**src/rtl/csr_file.sv**
```systemverilog
// Machine-mode CSR file: trap-controller port, Zicsr instruction port and 64-bit mcycle/minstret counters.
// Define CSR_COUNTERS_EN to build the counters; otherwise their addresses read 0 and ignore writes.
module csr_file (
    input  logic        clk,
    input  logic        rst,
    input  logic [11:0] trap_address,
    input  logic        trap_write_enable,
    input  logic [31:0] trap_write_data,
    output logic [31:0] trap_read_data,
    input  logic [11:0] csr_read_address,
    output logic [31:0] csr_read_data,
    input  logic        csr_write_enable,
    input  logic [11:0] csr_write_address,
    input  logic [31:0] csr_write_data,
    input  logic        retire_valid,
    output logic        csr_illegal
);

    localparam int unsigned XLEN = 32;
    localparam int unsigned AW   = 12;
    localparam int unsigned CW   = 64;

    localparam logic [AW-1:0] ADDR_MSTATUS   = 12'h300;
    localparam logic [AW-1:0] ADDR_MISA      = 12'h301;
    localparam logic [AW-1:0] ADDR_MIE       = 12'h304;
    localparam logic [AW-1:0] ADDR_MTVEC     = 12'h305;
    localparam logic [AW-1:0] ADDR_MSCRATCH  = 12'h340;
    localparam logic [AW-1:0] ADDR_MEPC      = 12'h341;
    localparam logic [AW-1:0] ADDR_MCAUSE    = 12'h342;
    localparam logic [AW-1:0] ADDR_MTVAL     = 12'h343;
    localparam logic [AW-1:0] ADDR_MIP       = 12'h344;
    localparam logic [AW-1:0] ADDR_MCYCLE    = 12'hB00;
    localparam logic [AW-1:0] ADDR_MCYCLEH   = 12'hB80;
    localparam logic [AW-1:0] ADDR_MINSTRET  = 12'hB02;
    localparam logic [AW-1:0] ADDR_MINSTRETH = 12'hB82;
    localparam logic [AW-1:0] ADDR_CYCLE     = 12'hC00;
    localparam logic [AW-1:0] ADDR_CYCLEH    = 12'hC80;
    localparam logic [AW-1:0] ADDR_INSTRET   = 12'hC02;
    localparam logic [AW-1:0] ADDR_INSTRETH  = 12'hC82;

    localparam logic [XLEN-1:0] MSTATUS_FIXED = 32'h0000_1800;
    localparam logic [XLEN-1:0] MSTATUS_WMASK = 32'h0000_0088;
    localparam logic [XLEN-1:0] MISA_VALUE    = 32'h4000_0100;
    localparam logic [XLEN-1:0] ALIGN4_MASK   = 32'hFFFF_FFFC;

`ifdef CSR_COUNTERS_EN
    localparam bit CNT_EN = 1'b1;
`else
    localparam bit CNT_EN = 1'b0;
`endif

    function automatic logic is_counter(input logic [AW-1:0] a);
        case (a)
            ADDR_MCYCLE, ADDR_MCYCLEH, ADDR_MINSTRET, ADDR_MINSTRETH,
            ADDR_CYCLE, ADDR_CYCLEH, ADDR_INSTRET, ADDR_INSTRETH: return 1'b1;
            default: return 1'b0;
        endcase
    endfunction

    function automatic logic is_impl(input logic [AW-1:0] a);
        case (a)
            ADDR_MSTATUS, ADDR_MISA, ADDR_MIE, ADDR_MTVEC, ADDR_MSCRATCH,
            ADDR_MEPC, ADDR_MCAUSE, ADDR_MTVAL, ADDR_MIP,
            12'hF11, 12'hF12, 12'hF13, 12'hF14: return 1'b1;
            default: return is_counter(a);
        endcase
    endfunction

    // Winning write for one address: {hit, data}; trap port takes priority
    function automatic logic [XLEN:0] wsel(
        input logic [AW-1:0]   a,
        input logic            t_en,
        input logic [AW-1:0]   t_a,
        input logic [XLEN-1:0] t_d,
        input logic            i_en,
        input logic [AW-1:0]   i_a,
        input logic [XLEN-1:0] i_d
    );
        if (t_en && (t_a == a)) return {1'b1, t_d};
        if (i_en && (i_a == a)) return {1'b1, i_d};
        return '0;
    endfunction

    logic [XLEN-1:0] mstatus_q;
    logic [XLEN-1:0] mie_q;
    logic [XLEN-1:0] mtvec_q;
    logic [XLEN-1:0] mscratch_q;
    logic [XLEN-1:0] mepc_q;
    logic [XLEN-1:0] mcause_q;
    logic [XLEN-1:0] mtval_q;

    logic inst_wr_ok;
    logic [XLEN:0] w_mstatus, w_mie, w_mtvec, w_mscratch, w_mepc, w_mcause, w_mtval;

    // Counter addresses are never flagged when the counters are not built
    always_comb begin
        csr_illegal = 1'b0;
        if (!is_impl(csr_read_address)) begin
            csr_illegal = 1'b1;
        end
        if (csr_write_enable) begin
            if (!is_impl(csr_write_address)) begin
                csr_illegal = 1'b1;
            end else if ((csr_write_address[11:10] == 2'b11) &&
                         (CNT_EN || !is_counter(csr_write_address))) begin
                csr_illegal = 1'b1;
            end
        end
    end

    assign inst_wr_ok = csr_write_enable && !csr_illegal &&
                        !(trap_write_enable && (trap_address == csr_write_address));

    assign w_mstatus  = wsel(ADDR_MSTATUS,  trap_write_enable, trap_address, trap_write_data,
                             inst_wr_ok, csr_write_address, csr_write_data);
    assign w_mie      = wsel(ADDR_MIE,      trap_write_enable, trap_address, trap_write_data,
                             inst_wr_ok, csr_write_address, csr_write_data);
    assign w_mtvec    = wsel(ADDR_MTVEC,    trap_write_enable, trap_address, trap_write_data,
                             inst_wr_ok, csr_write_address, csr_write_data);
    assign w_mscratch = wsel(ADDR_MSCRATCH, trap_write_enable, trap_address, trap_write_data,
                             inst_wr_ok, csr_write_address, csr_write_data);
    assign w_mepc     = wsel(ADDR_MEPC,     trap_write_enable, trap_address, trap_write_data,
                             inst_wr_ok, csr_write_address, csr_write_data);
    assign w_mcause   = wsel(ADDR_MCAUSE,   trap_write_enable, trap_address, trap_write_data,
                             inst_wr_ok, csr_write_address, csr_write_data);
    assign w_mtval    = wsel(ADDR_MTVAL,    trap_write_enable, trap_address, trap_write_data,
                             inst_wr_ok, csr_write_address, csr_write_data);

    always_ff @(posedge clk or posedge rst) begin
        if (rst) begin
            mstatus_q  <= '0;
            mie_q      <= '0;
            mtvec_q    <= '0;
            mscratch_q <= '0;
            mepc_q     <= '0;
            mcause_q   <= '0;
            mtval_q    <= '0;
        end else begin
            if (w_mstatus[XLEN])  mstatus_q  <= w_mstatus[XLEN-1:0] & MSTATUS_WMASK;
            if (w_mie[XLEN])      mie_q      <= w_mie[XLEN-1:0];
            if (w_mtvec[XLEN])    mtvec_q    <= w_mtvec[XLEN-1:0] & ALIGN4_MASK;
            if (w_mscratch[XLEN]) mscratch_q <= w_mscratch[XLEN-1:0];
            if (w_mepc[XLEN])     mepc_q     <= w_mepc[XLEN-1:0] & ALIGN4_MASK;
            if (w_mcause[XLEN])   mcause_q   <= w_mcause[XLEN-1:0];
            if (w_mtval[XLEN])    mtval_q    <= w_mtval[XLEN-1:0];
        end
    end

`ifdef CSR_COUNTERS_EN
    logic [CW-1:0] mcycle_q, minstret_q;
    logic [CW-1:0] mcycle_inc, minstret_inc;
    logic [XLEN:0] w_mcycle, w_mcycleh, w_minstret, w_minstreth;

    assign w_mcycle    = wsel(ADDR_MCYCLE,    trap_write_enable, trap_address, trap_write_data,
                              inst_wr_ok, csr_write_address, csr_write_data);
    assign w_mcycleh   = wsel(ADDR_MCYCLEH,   trap_write_enable, trap_address, trap_write_data,
                              inst_wr_ok, csr_write_address, csr_write_data);
    assign w_minstret  = wsel(ADDR_MINSTRET,  trap_write_enable, trap_address, trap_write_data,
                              inst_wr_ok, csr_write_address, csr_write_data);
    assign w_minstreth = wsel(ADDR_MINSTRETH, trap_write_enable, trap_address, trap_write_data,
                              inst_wr_ok, csr_write_address, csr_write_data);

    assign mcycle_inc   = mcycle_q + CW'(1);
    assign minstret_inc = minstret_q + CW'(retire_valid);

    // A low-half write suppresses the carry; a high-half write discards it
    always_ff @(posedge clk or posedge rst) begin
        if (rst) begin
            mcycle_q   <= '0;
            minstret_q <= '0;
        end else begin
            mcycle_q[XLEN-1:0]    <= w_mcycle[XLEN] ? w_mcycle[XLEN-1:0] : mcycle_inc[XLEN-1:0];
            mcycle_q[CW-1:XLEN]   <= w_mcycleh[XLEN] ? w_mcycleh[XLEN-1:0] :
                                     w_mcycle[XLEN]  ? mcycle_q[CW-1:XLEN] : mcycle_inc[CW-1:XLEN];
            minstret_q[XLEN-1:0]  <= w_minstret[XLEN] ? w_minstret[XLEN-1:0] : minstret_inc[XLEN-1:0];
            minstret_q[CW-1:XLEN] <= w_minstreth[XLEN] ? w_minstreth[XLEN-1:0] :
                                     w_minstret[XLEN]  ? minstret_q[CW-1:XLEN] : minstret_inc[CW-1:XLEN];
        end
    end
`else
    logic unused_retire;
    assign unused_retire = retire_valid;
`endif

    function automatic logic [XLEN-1:0] read_csr(input logic [AW-1:0] a);
        case (a)
            ADDR_MSTATUS:  return mstatus_q | MSTATUS_FIXED;
            ADDR_MISA:     return MISA_VALUE;
            ADDR_MIE:      return mie_q;
            ADDR_MTVEC:    return mtvec_q;
            ADDR_MSCRATCH: return mscratch_q;
            ADDR_MEPC:     return mepc_q;
            ADDR_MCAUSE:   return mcause_q;
            ADDR_MTVAL:    return mtval_q;
`ifdef CSR_COUNTERS_EN
            ADDR_MCYCLE,    ADDR_CYCLE:    return mcycle_q[XLEN-1:0];
            ADDR_MCYCLEH,   ADDR_CYCLEH:   return mcycle_q[CW-1:XLEN];
            ADDR_MINSTRET,  ADDR_INSTRET:  return minstret_q[XLEN-1:0];
            ADDR_MINSTRETH, ADDR_INSTRETH: return minstret_q[CW-1:XLEN];
`endif
            default:       return '0;
        endcase
    endfunction

    always_comb begin
        trap_read_data = read_csr(trap_address);
        csr_read_data  = read_csr(csr_read_address);
    end

endmodule

```
**config.mk**
```make
export PLATFORM = sky130hd
export DESIGN_NAME = csr_file
export DESIGN_NICKNAME = d
export VERILOG_FILES = /design/src/rtl/csr_file.sv
export SDC_FILE = /design/constraint.sdc
export NUM_CORES = 1
export LEC_CHECK = 0
export ABC_AREA = 1
export CAP_MARGIN = 20
export CELL_PAD_IN_SITES_DETAIL_PLACEMENT = 2
export CELL_PAD_IN_SITES_GLOBAL_PLACEMENT = 2
export CORE_AREA = 5 5 250 252
export CTS_CLUSTER_DIAMETER = 100
export CTS_CLUSTER_SIZE = 40
export DETAILED_ROUTE_END_ITERATION = 6
export DIE_AREA = 0 0 255 257
export GPL_ROUTABILITY_DRIVEN = 0
export MAX_ROUTING_LAYER = met4
export PLACE_DENSITY_LB_ADDON = 0.1
export SYNTH_ARGS = -nofsm -noshare
export SYNTH_HDL_FRONTEND = slang
export SYNTH_SLANG_ARGS = --single-unit
```
**constraint.sdc**
```tcl
create_clock -name clk -period 12.2 [get_ports clk]
set_input_delay 1.22 -clock clk [delete_from_list [all_inputs] [get_ports clk]]
set_output_delay 1.22 -clock clk [all_outputs]
set_load 0.05 [all_outputs]
```
# Word-level counts from Yosys, hierarchy flattened
# Index checks and enable logic that the tools add are counted.
[op_classes]
n_eq_ne = 52
mux = 62
n_reduce_logical = 25
[op_table]
columns = ["op", "count"]
rows = [
  ["two-way mux 33 bit", 28],
  ["case mux 32 bit (8 select lines)", 2],
  ["== test 12 x 10 -> 1 bit, second input constant", 26],
  ["== test 12 bit, second input constant", 24],
  ["two-way mux 1 bit", 32],
  ["OR reduction 13 bit", 2],
  ["logical AND 1 bit", 18],
  ["OR reduction 8 bit", 2],
  ["== test 12 bit", 1],
  ["logical NOT 1 bit", 3],
  ["== test 2 bit, second input constant", 1],
]
[totals]
register_bits = 190
out_inout_bits = 65
elab_cells = 146

# Longest topological paths before layout
# Gate-level depths: netlist of the first run.
[depth]
ltp_word = 20
mapped_depth = 14
ltp_nobuf = 12

# Worst setup path after synthesis of the first run
# Ideal clock, no wire load.
[synth_path]
kind = "input to output"
startpoint = "input port csr_read_address[10]"
endpoint = "output port csr_read_data[0]"
arrival_time_ns = 3.253
required_ns = 10.980
setup_slack_ns = 7.727
cell_stages = 10
cell_sequence = "inv_2 > nand2_2 > nor2_4 > buf_6 > nand2_1 > inv_1 > nand2_1 > buf_2 > buf_1 > o21ai_0"
[synth_between]
elab_chain_cells = 2
word_cells_on_any_way = 9
cone_classes = "eq/ne (8); mux (1)"
[synth_rtl]
columns = ["item", "line_no", "text"]
rows = [
  ["start: declaration", "10", "input logic [11:0] csr_read_address,"],
  ["== test 12 x 10 -> 1 bit", "186", "case (a)"],
  ["case mux 32 bit (8 select lines) (*)", "186", ""],
  ["end: declaration", "11", "output logic [31:0] csr_read_data,"],
]
# Every way passes the cells marked *; elsewhere a longest branch is shown, timed or not.

# Worst setup path in the final report of the first run
[layout_path]
startpoint = "input port csr_read_address[9]"
endpoint = "output port csr_read_data[18]"
# Same word-level chain as after synthesis.

==> results of run 1 <==
registers in the layout, summed over array words and instances, names as in the netlist:
register / count
mtvec_q: 30
mepc_q: 30
mscratch_q: 32
mstatus_q: 2
mie_q: 32
mcause_q: 32
mtval_q: 32
worst paths after layout:
path	end	cells past startpoint
min in group asynchronous	mscratch_q[0]$_DFFE_PP0P_	2
worst max-delay path	csr_read_data[18]	8
worst min register to register	mscratch_q[23]$_DFFE_PP0P_	2
worst min-delay path	mscratch_q[23]$_DFFE_PP0P_	2
worst max register to register	mtval_q[0]$_DFFE_PP0P_	2
max in group asynchronous	mcause_q[17]$_DFFE_PP0P_	4
cells in the final DEF (no fill, tap or decap), types with 3 or more instances in the layout:
cell type | netlist | layout
nand4_2 | 5 | 4
nor2_2 | 7 | 4
nand3_2 | 123 | 125
nand3_1 | 474 | 471
buf_4 | 6 | 36
nor2_1 | 85 | 80
clkbuf_8 | 0 | 3
nand2_1 | 485 | 483
o21ai_0 | 28 | 28
a221oi_1 | 5 | 5
clkbuf_16 | 0 | 17
inv_2 | 23 | 23
clkinv_4 | 0 | 3
nand2_2 | 7 | 9
a211oi_1 | 3 | 3
nand4_1 | 13 | 13
clkdlybuf4s50_1 | 0 | 168
a21oi_1 | 19 | 19
nand3_4 | 4 | 5
o22ai_1 | 97 | 97
inv_1 | 384 | 383
nor3_1 | 8 | 7
o221ai_1 | 42 | 42
nor2_4 | 7 | 15
dfrtp_1 | 190 | 190
o2111ai_1 | 4 | 4
o211ai_1 | 7 | 7
through the flow:
| stage | instance area [um^2] | worst slack [ns] | instances | total power [mW] |
|---|---|---|---|---|
| final | 17600 | 5.98 | 3055 | 1.39 |
| after global routing | 17600 | 5.88 | 3055 | 1.45 |
| after CTS | 17600 | 5.98 | 3054 | 1.41 |
| after detailed placement | 17000 | 5.99 | 3023 | 0.790 |
| after global placement | 17000 | 6.02 | 3022 | 0.785 |
| after floorplan | 14800 | 5.81 | 2176 | 0.708 |
layer usage:
layer | vias to the layer above | part of all wire
li1 | 7269 | -
met1 | 8537 | 0.44
met2 | 371 | 0.50
met3 | 100 | 0.036
met4 | 0 | 0.025
met5 | - | 0
cell families (layout without fill, tap and decap cells):
family | count (synthesis) | in the layout | share of synthesized area
buf+inv | 550 | 646 | 0.162
simple gates | 1225 | 1225 | 0.422
other cells | 0 | 1 | 0
compound gates | 209 | 209 | 0.0935
mux | 2 | 2 | 0.00152
flops | 190 | 190 | 0.321
worst max-delay path: cells and delay by family:
| family | cells | cell delay, ns |
|---|---|---|
| AOI/OAI and AO/OA | 2 | 0.40 |
| buffers and inverters | 3 | 2.13 |
| and+or+nand+nor | 3 | 1.24 |
power groups by stage:
stage	sequential (mW)	combinational (mW)	clock [mW]
after CTS	0.634	0.144	0.635
after floorplan	0.646	0.0625	0
after global placement	0.646	0.139	0
after detailed placement	0.646	0.143	0
after global routing	0.634	0.157	0.658
final	0.634	0.142	0.615
cell usage after synthesis, drive strengths merged:
master	number	share of area
a221oi	5	0.0030
o21ai	30	0.010
nor3	10	0.0045
inv	407	0.10
clkbuf	62	0.016
nand4	19	0.011
mux2	2	0.0015
a211oi	3	0.0015
nor2	100	0.031
o211ai	7	0.0035
a21oi	19	0.0064
dfrtp	190	0.32
a31oi	2	0.00084
nand3	601	0.25
clkinv	2	0.00051
o2111ai	4	0.0024
nor4	2	0.00084
o22ai	97	0.041
buf	79	0.043
o221ai	42	0.025
nand2	493	0.13
cell type report:
cell class              instances  area (um^2)  area share
inverters                     409         1540      0.0876
diodes                          1         2.50    0.000142
flip-flops and latches        190         4750       0.270
clock inverters                 9          111     0.00632
repair buffers                206         2000       0.113
multi-input cells            1436         7760       0.440
well taps                     782          978      0.0555
clock buffers                  22          474      0.0269
==> results.json, run 1 <==
{
  "r2r_slack_ns": 11.46,
  "area_growth_syn_to_layout_pct": 18.8,
  "cts_tree": "built",
  "post-route-period-util": 0.509,
  "tightestPinTransition_ns": 1.12,
  "cts-resized-gates": 0,
  "period_minus_slack_ns": 6.22,
  "grt_start_max_net_pins": 132,
  "fin_nets": 2365,
  "grt_usage": 0.259,
  "max_stage_delay_ns": 0.92,
  "worstHoldPathType": "reg -> reg",
  "via_count": 16277,
  "met1_usage": 0.328,
  "total_leakage_power_nw": 8.08,
  "max_freq_mhz": 161,
  "tns_ns": 0,
  "synth-seq-cells": 190,
  "cp-end-kind": "primary output",
  "cp-start-kind": "input pin",
  "vdd_drop_max_mv": 0.116,
  "drcViolationCount": 0,
  "grt_use_met3": 0.0287,
  "crit_chain": "clkdlybuf4s50_1, nand2_2, nor2_4, nand3_2, inv_1, a211oi_1, o21ai_0, clkdlybuf4s50_1",
  "yosysSeqAreaShare": 0.321,
  "hp-start": "mscratch_q[23]$_DFFE_PP0P_",
  "cts_max_path_buffers": 2,
  "crit_slowest_cell": "clkdlybuf4s50_1",
  "cts_max_level": 4,
  "syn-cell-area_um2": 14800,
  "fillers": 7111,
  "drt-initial-drc-count": 963,
  "hold_buffers": 0,
  "ys.warnings.count": 0,
  "grt_pass1_vias": 17668,
  "pwr-share-clk": 0.442,
  "overflow": 0,
  "maxCapViolCount": 0,
  "post_cts_buffers": 0,
  "drive_gt1_frac": 0.115,
  "hold_viol_final": 0,
  "detailed_place_hpwl_mm": 50.7,
  "reg2reg_from": "mtval_q[0]$_DFFE_PP0P_",
  "power.density_nw_per_um2": 78.9,
  "holdWs_ns": 0.514,
  "power_frac_comb": 0.102,
  "p_int_uw": 999,
  "p_sw_frac": 0.282,
  "cts_sinks": 190,
  "synth_nets": 2281,
  "grt_pass1_wl_mm": 121,
  "finalWirelength_mm": 83.7,
  "cts_buffers": 17,
  "crit_top_cell": "clkdlybuf4s50_1",
  "skew_ns": 0,
  "grt_busiest_layer": "met2",
  "rsz0062_at_grt": "false",
  "worstPathArrival_ns": 5.00,
  "clkTransAtPathRegs_ns": 0.07,
  "relSlewSlack": 0.254,
  "syn_inst": 2176,
  "dieArea_um2": 65500,
  "netlist-cell-type-count": 38,
  "crit_required_ns": 10.98,
  "crit_fanout": 16,
  "postLayoutCoreUtil": 0.294,
  "port_buffers": 168,
  "die_h_um": 257,
  "avgRoutedWirePerCell_um": 27.4,
  "ios": 170,
  "use_met2": 0.443,
  "coreArea_um2": 59900,
  "worstSetupStartpoint": "csr_read_address[9]",
  "outcome": "finished, final reports clean",
  "core.rowCount": 90,
  "clk_latency_ns": 0.49,
  "antenna_found_initial": 2,
  "viasPerCell": 5.33,
  "p_sw_uw": 392,
  "die_w_um": 255,
  "seq_power_share": 0.456,
  "initial_core_util": 0.247,
  "slew_violations": 0,
  "antenna_left": 0,
  "finalSetupViolCount": 0,
  "critical_path_class": "in -> out",
  "drt_first_pass_iters": 5,
  "cts-root-buf": "clkbuf_16",
  "synth_area_per_cell_um2": 6.81
}
No activity file was read; power rests on OpenSTA's default activity.
==> run 2, diff against run 1 <==
- clock period: 12.2 -> 6.2 ns (I/O delays scaled with it)
==> run 2 against run 1 <==
  * Power is 110% higher
  * Largest cell class unchanged
  * Clock power is 120% higher
  * Critical path depth stayed put
  * Critical path type unchanged
  * Clock skew stayed put
  * Sequential cell count stayed put
==> results.json, run 2 (synthesized netlist as in run 1, its figures left out) <==
{
  "outcome": "finished, final reports clean",
  "crit_required_ns": 5.58,
  "cts_tree": "built",
  "core.rowCount": 90,
  "finalNonFillerCells": 3062,
  "hold_viol_final": 0,
  "coreArea_um2": 59900,
  "initial_core_util": 0.247,
  "antenna_found_initial": 4,
  "post_cts_buffers": 0,
  "avgRoutedWirePerCell_um": 27.4,
  "grt_usage": 0.261,
  "p_sw_frac": 0.271,
  "cp-start-kind": "input pin",
  "die_h_um": 257,
  "p_int_mw": 2.11,
  "max_stage_delay_ns": 0.89,
  "clkTransAtPathRegs_ns": 0.07,
  "area_growth_syn_to_layout_pct": 20.0,
  "rsz0062_at_grt": "false",
  "postLayoutCoreUtil": 0.297,
  "skew_ns": 0,
  "drive_gt1_frac": 0.118,
  "max_freq_mhz": 193,
  "power.density_nw_per_um2": 163,
  "crit_chain": "clkdlybuf4s50_1, nand4_2, nor2_2, nand3_1, clkinv_1, nand2_1, o2111ai_1, clkdlybuf4s50_1",
  "fillers": 7151,
  "maxCapViolCount": 0,
  "cts-resized-gates": 0,
  "final_common_cell": "nand2_1",
  "overflow": 0,
  "critical_path_class": "in -> out",
  "cts_buffers": 17,
  "cp-end-kind": "primary output",
  "worstHoldPathType": "reg -> reg",
  "finalWirelength_mm": 83.9,
  "p_sw_uw": 783,
  "die_w_um": 255,
  "drcViolationCount": 0,
  "cts-root-buf": "clkbuf_16",
  "slew_violations": 0,
  "vdd_drop_max_mv": 0.230,
  "relSlewSlack": 0.241,
  "worstPathArrival_ns": 4.55,
  "cts_max_path_buffers": 2,
  "crit_slowest_cell": "clkdlybuf4s50_1",
  "placed_cells": 3030,
  "cts_max_level": 4,
  "via_count": 16365,
  "dieArea_um2": 65500,
  "ios": 170,
  "grt_pass1_wl_mm": 123,
  "post-route-period-util": 0.834,
  "crit_fanout": 11,
  "viasPerCell": 5.34,
  "pwr-share-clk": 0.473,
  "seq_power_share": 0.431,
  "detailed_place_hpwl_mm": 52.2,
  "drt_first_pass_iters": 6,
  "clk_latency_ns": 0.51,
  "fin_nets": 2372,
  "drt-initial-drc-count": 876,
  "hold_buffers": 0,
  "cts_sinks": 190,
  "power_frac_comb": 0.096,
  "grt_pass1_vias": 18031,
  "crit_top_cell": "clkdlybuf4s50_1",
  "period_minus_slack_ns": 5.17,
  "port_buffers": 168,
  "grt_start_max_net_pins": 110,
  "tns_ns": 0,
  "most-common-layout-cells": "483 x nand2_1, 471 x nand3_1, 383 x inv_1, 190 x dfrtp_1, 168 x clkdlybuf4s50_1",
  "finalSetupViolCount": 0,
  "total_leakage_power_nw": 8.17,
  "tightestPinTransition_ns": 1.13,
  "antenna_left": 0
}
-- run 2: cell count changes in the layout (fill, tap and decap cells not counted), moves of 2 or more --
cell        delta
clkinv_2       -2
buf_4          +4
clkinvlp_4     -2
buf_12         +3
clkbuf_8       +2
bufinv_16      +3
-- run 2: final cells by class --
cell class / instances / area [um^2] / share of cell area
multi-input cells: 1436 / 7750 / 0.436
repair buffers: 213 / 2090 / 0.117
inverters: 409 / 1540 / 0.0867
clock buffers: 23 / 498 / 0.0280
flip-flops and latches: 190 / 4750 / 0.267
well taps: 782 / 978 / 0.0550
diodes: 1 / 2.50 / 0.000141
clock inverters: 8 / 176 / 0.00992
-- run 2: layer usage --
layer  track usage  wire length (um)  up-vias
met5             -                 0        -
met4        0.0663              2160        0
met3        0.0309              2840      120
met2         0.446             41600      372
met1         0.328             37300     8591
li1              -                 -     7282
-- run 2: worst max-delay path, delay by kind of cell --
kind / cells / cell delay (ns)
buffers and inverters: 3 / 2.13
AND/OR/NAND/NOR: 4 / 1.52
AO/OA/AOI/OAI: 1 / 0.24
-- run 2: final timing paths --
| kind | slack, ns | start | depth (start not counted) | end |
|---|---|---|---|---|
| max | 1.03 | trap_address[9] | 8 | trap_read_data[7] |
| min | 0.51 | mcause_q[25]$_DFFE_PP0P_ | 2 | mcause_q[25]$_DFFE_PP0P_ |
| max reg2reg | 5.47 | mscratch_q[4]$_DFFE_PP0P_ | 2 | mscratch_q[4]$_DFFE_PP0P_ |
| min reg2reg | 0.51 | mcause_q[25]$_DFFE_PP0P_ | 2 | mcause_q[25]$_DFFE_PP0P_ |
| max in group asynchronous | 4.19 | rst | 3 | mscratch_q[30]$_DFFE_PP0P_ |
| min in group asynchronous | 0.69 | rst | 2 | mtval_q[0]$_DFFE_PP0P_ |
-- run 2: per-stage QoR --
stage / cell area [um^2] / power (mW) / hold WS [ns] / setup WS, ns
6_report: 17800 / 2.89 / 0.512 / 1.03
5_1_grt: 17800 / 2.99 / 0.531 / 0.962
4_1_cts: 17800 / 2.93 / 0.517 / 1.07
3_5_place_dp: 17100 / 1.55 / 0.501 / 1.09
3_3_place_gp: 17100 / 1.55 / 0.491 / 1.17
2_1_floorplan: 14800 / 1.39 / 0.476 / 0.410
-- run 2: power by group through the flow --
stage          logic (mW)  registers [mW]  clock network (mW)
3_3_place_gp        0.274            1.27                   0
6_report            0.279            1.25                1.37
5_1_grt             0.310            1.25                1.43
3_5_place_dp        0.283            1.27                   0
4_1_cts             0.285            1.25                1.40
2_1_floorplan       0.123            1.27                   0
